### config.mk
export PLATFORM = sky130hd
export DESIGN_NAME = toggle_hs_responder_flat
export DESIGN_NICKNAME = d
export VERILOG_FILES = /design/src/rtl/toggle_hs_responder_if.sv /design/src/rtl/toggle_hs_responder.sv /design/src/flat_wrapper.sv
export SDC_FILE = /design/constraint.sdc
export NUM_CORES = 1
export LEC_CHECK = 0
export CORE_ASPECT_RATIO = 0.6
export CORE_UTILIZATION = 41
export DETAILED_ROUTE_END_ITERATION = 8
export PLACE_DENSITY = 0.73
export SLEW_MARGIN = 0
export SYNTH_ARGS = -nofsm -noshare
export SYNTH_HDL_FRONTEND = slang
export SYNTH_SLANG_ARGS = --single-unit
### constraint.sdc
create_clock -name clk -period 3.05 [get_ports clk]
set_input_delay 0.61 -clock clk [delete_from_list [all_inputs] [get_ports clk]]
set_output_delay 0.61 -clock clk [all_outputs]
set_load 0.01 [all_outputs]
### src/rtl/toggle_hs_responder_if.sv
// Bundle of the toggle-handshake request side and the valid/ready drain side
// of toggle_hs_responder. The initiator/consumer side uses the master modport,
// the responder uses the slave modport.
interface toggle_hs_responder_if #(
    parameter int DATA_W     = 8,
    parameter int FIFO_DEPTH = 4
);
    localparam int LVL_W = $clog2(FIFO_DEPTH) + 1;

    logic              req_tgl;
    logic [DATA_W-1:0] req_data;
    logic              ack_tgl;
    logic              out_valid;
    logic [DATA_W-1:0] out_data;
    logic              out_ready;
    logic              evt_pulse;
    logic [LVL_W-1:0]  level;
    logic              overflow;

    modport master (
        output req_tgl, req_data, out_ready,
        input  ack_tgl, out_valid, out_data, evt_pulse, level, overflow
    );

    modport slave (
        input  req_tgl, req_data, out_ready,
        output ack_tgl, out_valid, out_data, evt_pulse, level, overflow
    );
endinterface

### src/rtl/toggle_hs_responder.sv
// Receive side of a two-phase (toggle) handshake. Every level change of the
// asynchronous req_tgl is one request; its bundled req_data is captured into a
// small circular FIFO and acknowledged by toggling ack_tgl. When the FIFO is
// full the request is held pending (WAIT_SPACE) until a pop frees an entry.
module toggle_hs_responder #(
    parameter int DATA_W      = 8,
    parameter int SYNC_STAGES = 2,
    parameter int FIFO_DEPTH  = 4
) (
    input  logic                  clk,
    input  logic                  clr,
    toggle_hs_responder_if.slave  bus
);
    localparam int AW = $clog2(FIFO_DEPTH);
    localparam int PW = AW + 1;
    localparam logic [PW-1:0] PTR_ONE = PW'(1);
    localparam logic [PW-1:0] DEPTH_L = PW'(FIFO_DEPTH);

    typedef enum logic [0:0] {
        ST_IDLE       = 1'b0,
        ST_WAIT_SPACE = 1'b1
    } state_t;

    state_t                 state_r;
    state_t                 state_nxt_s;

    logic [SYNC_STAGES-1:0] sync_r;
    logic                   prev_r;
    logic                   req_edge_s;

    logic [DATA_W-1:0]      mem_r [FIFO_DEPTH];
    logic [PW-1:0]          wr_ptr_r;
    logic [PW-1:0]          rd_ptr_r;
    logic [PW-1:0]          wr_ptr_nxt_s;
    logic [PW-1:0]          rd_ptr_nxt_s;
    logic [PW-1:0]          level_r;
    logic [PW-1:0]          level_nxt_s;
    logic [AW-1:0]          wr_addr_s;
    logic [AW-1:0]          rd_addr_nxt_s;
    logic [DATA_W-1:0]      head_nxt_s;

    logic                   full_s;
    logic                   pop_s;
    logic                   push_s;
    logic                   ovf_set_s;

    logic                   ack_r;
    logic                   out_valid_r;
    logic [DATA_W-1:0]      out_data_r;
    logic                   evt_r;
    logic                   overflow_r;

    // Synchronise req_tgl and keep the previous synchronised level for edge detection.
    always_ff @(posedge clk) begin
        if (clr) begin
            sync_r <= {SYNC_STAGES{1'b0}};
            prev_r <= 1'b0;
        end else begin
            sync_r <= {sync_r[SYNC_STAGES-2:0], bus.req_tgl};
            prev_r <= sync_r[SYNC_STAGES-1];
        end
    end

    // Any difference between the synchronised level and its previous value is one request.
    assign req_edge_s = sync_r[SYNC_STAGES-1] ^ prev_r;
    assign full_s     = (level_r == DEPTH_L);
    assign pop_s      = out_valid_r & bus.out_ready;

    // Request acceptance FSM: decide push, next state and overflow detection.
    always_comb begin
        state_nxt_s = state_r;
        push_s      = 1'b0;
        ovf_set_s   = 1'b0;
        case (state_r)
            ST_IDLE: begin
                if (req_edge_s) begin
                    if (!full_s) begin
                        push_s = 1'b1;
                    end else begin
                        state_nxt_s = ST_WAIT_SPACE;
                    end
                end else begin
                    push_s = 1'b0;
                end
            end
            ST_WAIT_SPACE: begin
                // Fullness is judged before this edge's pop, so a pop on a
                // full FIFO only frees the slot for the following edge.
                if (!full_s) begin
                    push_s      = 1'b1;
                    state_nxt_s = ST_IDLE;
                end else begin
                    state_nxt_s = ST_WAIT_SPACE;
                end
                // A second edge while one is pending is an initiator protocol
                // violation: flag it and drop it, the pending one is kept.
                if (req_edge_s) begin
                    ovf_set_s = 1'b1;
                end else begin
                    ovf_set_s = 1'b0;
                end
            end
            default: begin
                state_nxt_s = ST_IDLE;
            end
        endcase
    end

    // Pointer arithmetic and next registered FIFO head (with write-through bypass).
    always_comb begin
        wr_ptr_nxt_s  = wr_ptr_r;
        rd_ptr_nxt_s  = rd_ptr_r;
        head_nxt_s    = out_data_r;
        if (push_s) begin
            wr_ptr_nxt_s = wr_ptr_r + PTR_ONE;
        end else begin
            wr_ptr_nxt_s = wr_ptr_r;
        end
        if (pop_s) begin
            rd_ptr_nxt_s = rd_ptr_r + PTR_ONE;
        end else begin
            rd_ptr_nxt_s = rd_ptr_r;
        end
        level_nxt_s   = wr_ptr_nxt_s - rd_ptr_nxt_s;
        wr_addr_s     = wr_ptr_r[AW-1:0];
        rd_addr_nxt_s = rd_ptr_nxt_s[AW-1:0];
        // If the slot written this edge becomes the head, memory is not yet
        // updated, so forward the incoming payload directly.
        if (push_s && (wr_addr_s == rd_addr_nxt_s)) begin
            head_nxt_s = bus.req_data;
        end else begin
            head_nxt_s = mem_r[rd_addr_nxt_s];
        end
    end

    // FIFO storage; contents need no reset because pointers define validity.
    always_ff @(posedge clk) begin
        if (!clr && push_s) begin
            mem_r[wr_addr_s] <= bus.req_data;
        end
    end

    // State, pointers and all registered outputs.
    always_ff @(posedge clk) begin
        if (clr) begin
            state_r     <= ST_IDLE;
            wr_ptr_r    <= {PW{1'b0}};
            rd_ptr_r    <= {PW{1'b0}};
            level_r     <= {PW{1'b0}};
            ack_r       <= 1'b0;
            out_valid_r <= 1'b0;
            out_data_r  <= {DATA_W{1'b0}};
            evt_r       <= 1'b0;
            overflow_r  <= 1'b0;
        end else begin
            state_r     <= state_nxt_s;
            wr_ptr_r    <= wr_ptr_nxt_s;
            rd_ptr_r    <= rd_ptr_nxt_s;
            level_r     <= level_nxt_s;
            ack_r       <= ack_r ^ push_s;
            out_valid_r <= (level_nxt_s != {PW{1'b0}});
            out_data_r  <= head_nxt_s;
            evt_r       <= push_s;
            overflow_r  <= overflow_r | ovf_set_s;
        end
    end

    assign bus.ack_tgl   = ack_r;
    assign bus.out_valid = out_valid_r;
    assign bus.out_data  = out_data_r;
    assign bus.evt_pulse = evt_r;
    assign bus.level     = level_r;
    assign bus.overflow  = overflow_r;

endmodule

### src/flat_wrapper.sv
// flat-port wrapper written by rule: the top's interface ports become plain ports
module toggle_hs_responder_flat 
#(
    parameter int DATA_W      = 8,
    parameter int SYNC_STAGES = 2,
    parameter int FIFO_DEPTH  = 4
)
  (clk, clr, bus_req_tgl, bus_req_data, bus_out_ready, bus_ack_tgl, bus_out_valid, bus_out_data, bus_evt_pulse, bus_level, bus_overflow);
  toggle_hs_responder_if #(.DATA_W(DATA_W), .FIFO_DEPTH(FIFO_DEPTH)) bus_i ();
  input  logic clk;
  input  logic clr;
  input wire logic [$bits(bus_i.req_tgl)-1:0] bus_req_tgl;
  input wire logic [$bits(bus_i.req_data)-1:0] bus_req_data;
  input wire logic [$bits(bus_i.out_ready)-1:0] bus_out_ready;
  output wire logic [$bits(bus_i.ack_tgl)-1:0] bus_ack_tgl;
  output wire logic [$bits(bus_i.out_valid)-1:0] bus_out_valid;
  output wire logic [$bits(bus_i.out_data)-1:0] bus_out_data;
  output wire logic [$bits(bus_i.evt_pulse)-1:0] bus_evt_pulse;
  output wire logic [$bits(bus_i.level)-1:0] bus_level;
  output wire logic [$bits(bus_i.overflow)-1:0] bus_overflow;
  assign bus_i.req_tgl = bus_req_tgl;
  assign bus_i.req_data = bus_req_data;
  assign bus_i.out_ready = bus_out_ready;
  assign bus_ack_tgl = bus_i.ack_tgl;
  assign bus_out_valid = bus_i.out_valid;
  assign bus_out_data = bus_i.out_data;
  assign bus_evt_pulse = bus_i.evt_pulse;
  assign bus_level = bus_i.level;
  assign bus_overflow = bus_i.overflow;
  toggle_hs_responder #(.DATA_W(DATA_W), .SYNC_STAGES(SYNC_STAGES), .FIFO_DEPTH(FIFO_DEPTH)) u_core (.clk(clk), .clr(clr), .bus(bus_i));
endmodule
# Yosys cells after proc, flatten, opt, wreduce, memory -nomap -nowiden
# Memories as Yosys holds them, arrays and structs flattened. A register that Yosys moved wholly into a read port is not among the register bits.
# Index checks and enable logic that the tools add are counted.
[totals]
regBits = 17
ram_bits = 32
inputBits = 12
mem_count = 1
[op_classes]
add_sub_neg = 3
n_eq_ne = 1
mux = 12
bitwise = 5
reduce_logical = 3
[mem_list]
columns = ["name", "depth", "width", "read_ports", "rd_ports_with_merged_regs", "wr", "line", "text"]
rows = [
  ["u_core.mem_r", 4, 8, 1, 1, 1, "toggle_hs_responder.sv:31", "logic [DATA_W-1:0] mem_r [FIFO_DEPTH];"],
]
[ops]
columns = ["cell", "n"]
rows = [
  ["$mux W1", 8],
  ["$add A3 B1 Y3 const B", 2],
  ["$mux W3", 2],
  ["$pmux W1 S2", 2],
  ["$eq A3 B3 Y1 const B", 1],
  ["$reduce_bool A3 Y1", 1],
  ["$sub A3 B3 Y3", 1],
  ["$xor A1 B1 Y1", 2],
  ["$and A1 B1 Y1", 1],
  ["$logic_and A1 B1 Y1", 1],
  ["$logic_not A1 Y1", 1],
  ["$not A1 Y1", 1],
  ["$or A1 B1 Y1", 1],
]

# Logic depth before layout (Yosys ltp)
[logic_depth]
word_depth = 7
mapped_depth = 9
depth_no_buf = 9

# Worst setup path after synthesis
# OpenSTA, ideal clock, no wires.
[synth_timing]
path_type = "flip-flop to flip-flop"
startpoint = "reg u_core.level_r[2], in the netlist u_core.bus.level[2]"
endpoint = "reg u_core.out_valid_r, in the netlist u_core.bus.out_valid"
setup_ns = 0.087
arrival_ns = 2.361
t_required_ns = 2.963
path_slack_ns = 0.602
path_stages_with_launch = 10
synth_period_minus_slack_ns = 2.448
cell_sequence = "dfxtp_1 -> or3b_1 -> a21boi_2 -> xnor2_1 -> ha_1 -> fa_1 -> xnor2_1 -> xnor2_1 -> and3_1 -> o31ai_1"
[synth_via]
elab_chain_cells = 7
[synth_lines]
columns = ["element", "line", "text"]
rows = [
  ["from (decl)", "toggle_hs_responder.sv:36", "logic [PW-1:0] level_r;"],
  ["from (signal assigned)", "toggle_hs_responder.sv:149", "level_r <= {PW{1'b0}};"],
  ["from (signal assigned)", "toggle_hs_responder.sv:159", "level_r <= level_nxt_s;"],
  ["$eq A3 B3 Y1 *", "toggle_hs_responder.sv:66", "assign full_s = (level_r == DEPTH_L);"],
  ["$mux W1 *", "toggle_hs_responder.sv:77, toggle_hs_responder.sv:89", ""],
  ["$mux W1", "toggle_hs_responder.sv:76", "if (req_edge_s) begin"],
  ["$pmux W1 S2 *", "toggle_hs_responder.sv:74", "case (state_r)"],
  ["$mux W3 *", "toggle_hs_responder.sv:114", "if (push_s) begin"],
  ["$sub A3 B3 Y3 *", "toggle_hs_responder.sv:124", "level_nxt_s = wr_ptr_nxt_s - rd_ptr_nxt_s;"],
  ["$reduce_bool A3 Y1 *", "toggle_hs_responder.sv:161", "out_valid_r <= (level_nxt_s != {PW{1'b0}});"],
  ["to (signal assigned)", "toggle_hs_responder.sv:161", ""],
  ["to (decl)", "toggle_hs_responder.sv:48", "logic out_valid_r;"],
]
# Mark *: on every way between the ends. The rest lies on a longest branch, timed or not.
# A chain may end at the register's enable or synchronous reset.

# Worst setup path in the final report
# Ends and elaborated chain as after synthesis.

==> flow_metrics.env <==
export IMPL_layout_common_cells="edfxtp_1 (32), clkdlybuf4s50_1 (26), dfxtp_1 (25), nor2_1 (10), clkbuf_8 (9)"
export IMPL_min_delay_start="u_core.sync_r[0]"
export IMPL_cts_resized_gates=0
export IMPL_post_cts_setup_buffers=0
export IMPL_grt_util_met3_pct=8.96
export IMPL_r2r_end="u_core.bus.out_valid"
export IMPL_firstDrtPassIters=4
export IMPL_total_leakage_power_uw=0.000997
export IMPL_ios=27
export IMPL_ff2ff_setup_slack_ns=0.37
export IMPL_gp_congestion=0.868
export IMPL_pwr_density_cell_nw_per_um2=810
export IMPL_postSynthAreaPerCell_um2=16.3
export IMPL_dieWidth_um=97.9
export IMPL_met2_usage_pct=26.7
export IMPL_maxCapViolCount=0
export IMPL_antenna_found_initial=0
export IMPL_whs_ns=0.446
export IMPL_fin_ws_ns=0.369
export IMPL_fillers=411
export IMPL_drc=0
export IMPL_path_max_fanout=4
export IMPL_hold_end="u_core.sync_r[1]"
export IMPL_top_usage_layer="met2"
export IMPL_clock_sinks=57
export IMPL_cp_start_kind="flop"
export IMPL_grt_pass1_wl_um=6980
export IMPL_async_reset_ff_share_pct=0
export IMPL_hp_class="reg -> reg"
export IMPL_r2r_start="u_core.bus.level[2]"
export IMPL_grt_total_usage_pct=17.2
export IMPL_grt_max_degree=18
export IMPL_register_area_um2=1460
export IMPL_cts_hold_buf=0
export IMPL_hold_depth=1
export IMPL_slew_limit_headroom_pct=65.9
export IMPL_design_area_um2=2790
export IMPL_end_kind="flop"
export IMPL_hold_viol_final=0
export IMPL_die_area_um2=5830
export IMPL_yosysTopAreaCell="edfxtp_1"
export IMPL_worstSkewPairLatency_ns=0.33
export IMPL_layout_nets=195
export IMPL_syn_inst=139
export IMPL_min_period_ns=2.68
export IMPL_worst_ep_arrival_time_ns=2.93
export IMPL_max_freq_mhz=373
export IMPL_vias=1299
export IMPL_final_common_cell="edfxtp_1"
export IMPL_rsz0062_at_grt="no"
export IMPL_avgRoutedWirePerCell_um=17.6
export IMPL_grt_overflow=0
export IMPL_cts_htree_levels=3
export IMPL_grtUsageMet1_pct=21.1
export IMPL_ys_ff_latch=57
export IMPL_multi_input_area_um2=764
export IMPL_drtIter0Drc=104
export IMPL_synth_ff_type="edfxtp_1"
export IMPL_final_setup_tns_ns=0
export IMPL_drv_slew=0
export IMPL_yosysTopAreaCellShare_pct=42.5
export IMPL_syn_num_nets=158
export IMPL_chipHeight_um=59.6
export IMPL_cts_buffers_inserted=9
export IMPL_tightest_slew_ns=0.511
export IMPL_hpwl_um=3100
export IMPL_ys_warnings_count=0
export IMPL_clock_skew_ns=0.00485
export IMPL_outcome="finished clean"
export IMPL_crit_required_ns=3.29
export IMPL_start_util_pct=43.7
export IMPL_cts_root_buf="clkbuf_8"
export IMPL_grt_pass1_vias=1361
export IMPL_routed_wl_um=4340
export IMPL_antennaDiodeCount=0
export IMPL_reg2regPathDepth=9
export IMPL_drive_gt1_share_pct=14.4
export IMPL_area_growth_pct=23.2
export IMPL_clkTransAtPathRegs_ns=0.06
export IMPL_yosys_top_cells_area="edfxtp_1 (42%), dfxtp_1 (22%), mux4_1 (4.6%)"
export IMPL_syn_area_um2=2260
export IMPL_viasPerCell=5.26
export IMPL_synth_enable_flop_cells=32
export IMPL_ir_worst_vdd_uv=243
export IMPL_ys_seq_area_share_pct=64.6
export IMPL_setup_viol=0
export IMPL_utilization_pct=53.8
export IMPL_clockBufferDepth=2
export IMPL_cts_tree="done"
export IMPL_core_area_um2=5180
export IMPL_port_buffers=26
export IMPL_drtAntennaViolNets=0
export IMPL_rows=20
export IMPL_fin_crit_sh_pct=87.9
export IMPL_critPathKind="reg -> reg"
export IMPL_synth_cell_types=37
export IMPL_post_dp_cell_area_um2=2610
export IMPL_place_ws_ns=0.232
## how the worst max path moves through the flow
stage	start	endpoint	slack, ns	depth (start not counted)
floorplan	u_core.bus.level[2]	u_core.bus.out_valid	0.60	9
global placement	bus_out_ready	u_core.bus.out_valid	0.31	10
detailed placement	bus_out_ready	u_core.bus.out_valid	0.23	10
CTS	u_core.bus.level[2]	u_core.bus.out_valid	0.37	9
global route	u_core.bus.level[2]	u_core.bus.out_valid	0.22	9
finish	u_core.bus.level[2]	u_core.bus.out_valid	0.37	9
## cells in the mapped netlist (2+ instances only)
master,number
inv_1,5
and2_1,4
nand3_1,3
edfxtp_1,32
xor2_1,2
dfxtp_1,25
clkbuf_1,2
mux4_2,4
xnor2_1,4
a22o_1,8
mux4_1,4
nor2_1,10
nor2b_1,4
ha_1,6
a21oi_1,4
## worst max-delay path, cell delays in order, from the launching register on
cell and delay (ns):
dfxtp_1 0.43, or3b_1 0.41, a21boi_2 0.23, xnor2_1 0.21, ha_1 0.25, fa_1 0.40, xnor2_1 0.18, xnor2_1 0.16
a21oi_1 0.09, o31ai_1 0.24
## metal layers
layer	wire length, µm	vias up
met3	298	0
li1	-	607
met1	2020	654
met5	0	-
met4	0	0
met2	2010	38
## registers in the layout, summed over array words and instances, names as in the netlist
name                  cells
u_core.wr_ptr_r           3
u_core.mem_r             32
u_core.prev_r             1
u_core.bus.evt_pulse      1
u_core.bus.ack_tgl        1
u_core.state_r            1
u_core.bus.level          3
u_core.sync_r             2
u_core.bus.overflow       1
u_core.bus.out_valid      1
u_core.bus.out_data       8
u_core.rd_ptr_r           3
## cell type report
| cell class | count | area share [%] |
|---|---|---|
| Inverter | 5 | 0.673 |
| Clock buffer | 12 | 4.85 |
| Multi-Input combinational cell | 74 | 27.4 |
| Sequential cell | 57 | 52.4 |
| Tap cell | 66 | 2.96 |
| Timing Repair Buffer | 29 | 10.1 |
| Clock inverter | 4 | 1.57 |
## cells by family (layout without fill, tap and decap cells)
logic type	count (synthesis)	count (layout)	share of synthesized area (%)
DFF	57	57	64.6
and+or+nand+nor	28	28	6.69
AOI/OAI and AO/OA	21	21	8.57
xor gates and xnor gates	9	9	5.25
muxes	9	9	9.07
buffers and inverters	8	50	1.66
adders and majority gates	7	7	4.20
## through the flow
stage,instances,power (µW)
finish,247,2260
global route,247,2380
CTS,247,2280
detailed placement,231,1630
global placement,231,1600
floorplan,139,1370
## where the power goes
part           internal, µW  switching (µW)  leakage, µW  total (µW)
Sequential              904            69.0     0.000494         973
Clock                   372             276    0.0000918         648
Combinational           355             283     0.000411         638
Total                  1630             628     0.000997        2260
No activity file was read; power rests on OpenSTA's default activity.
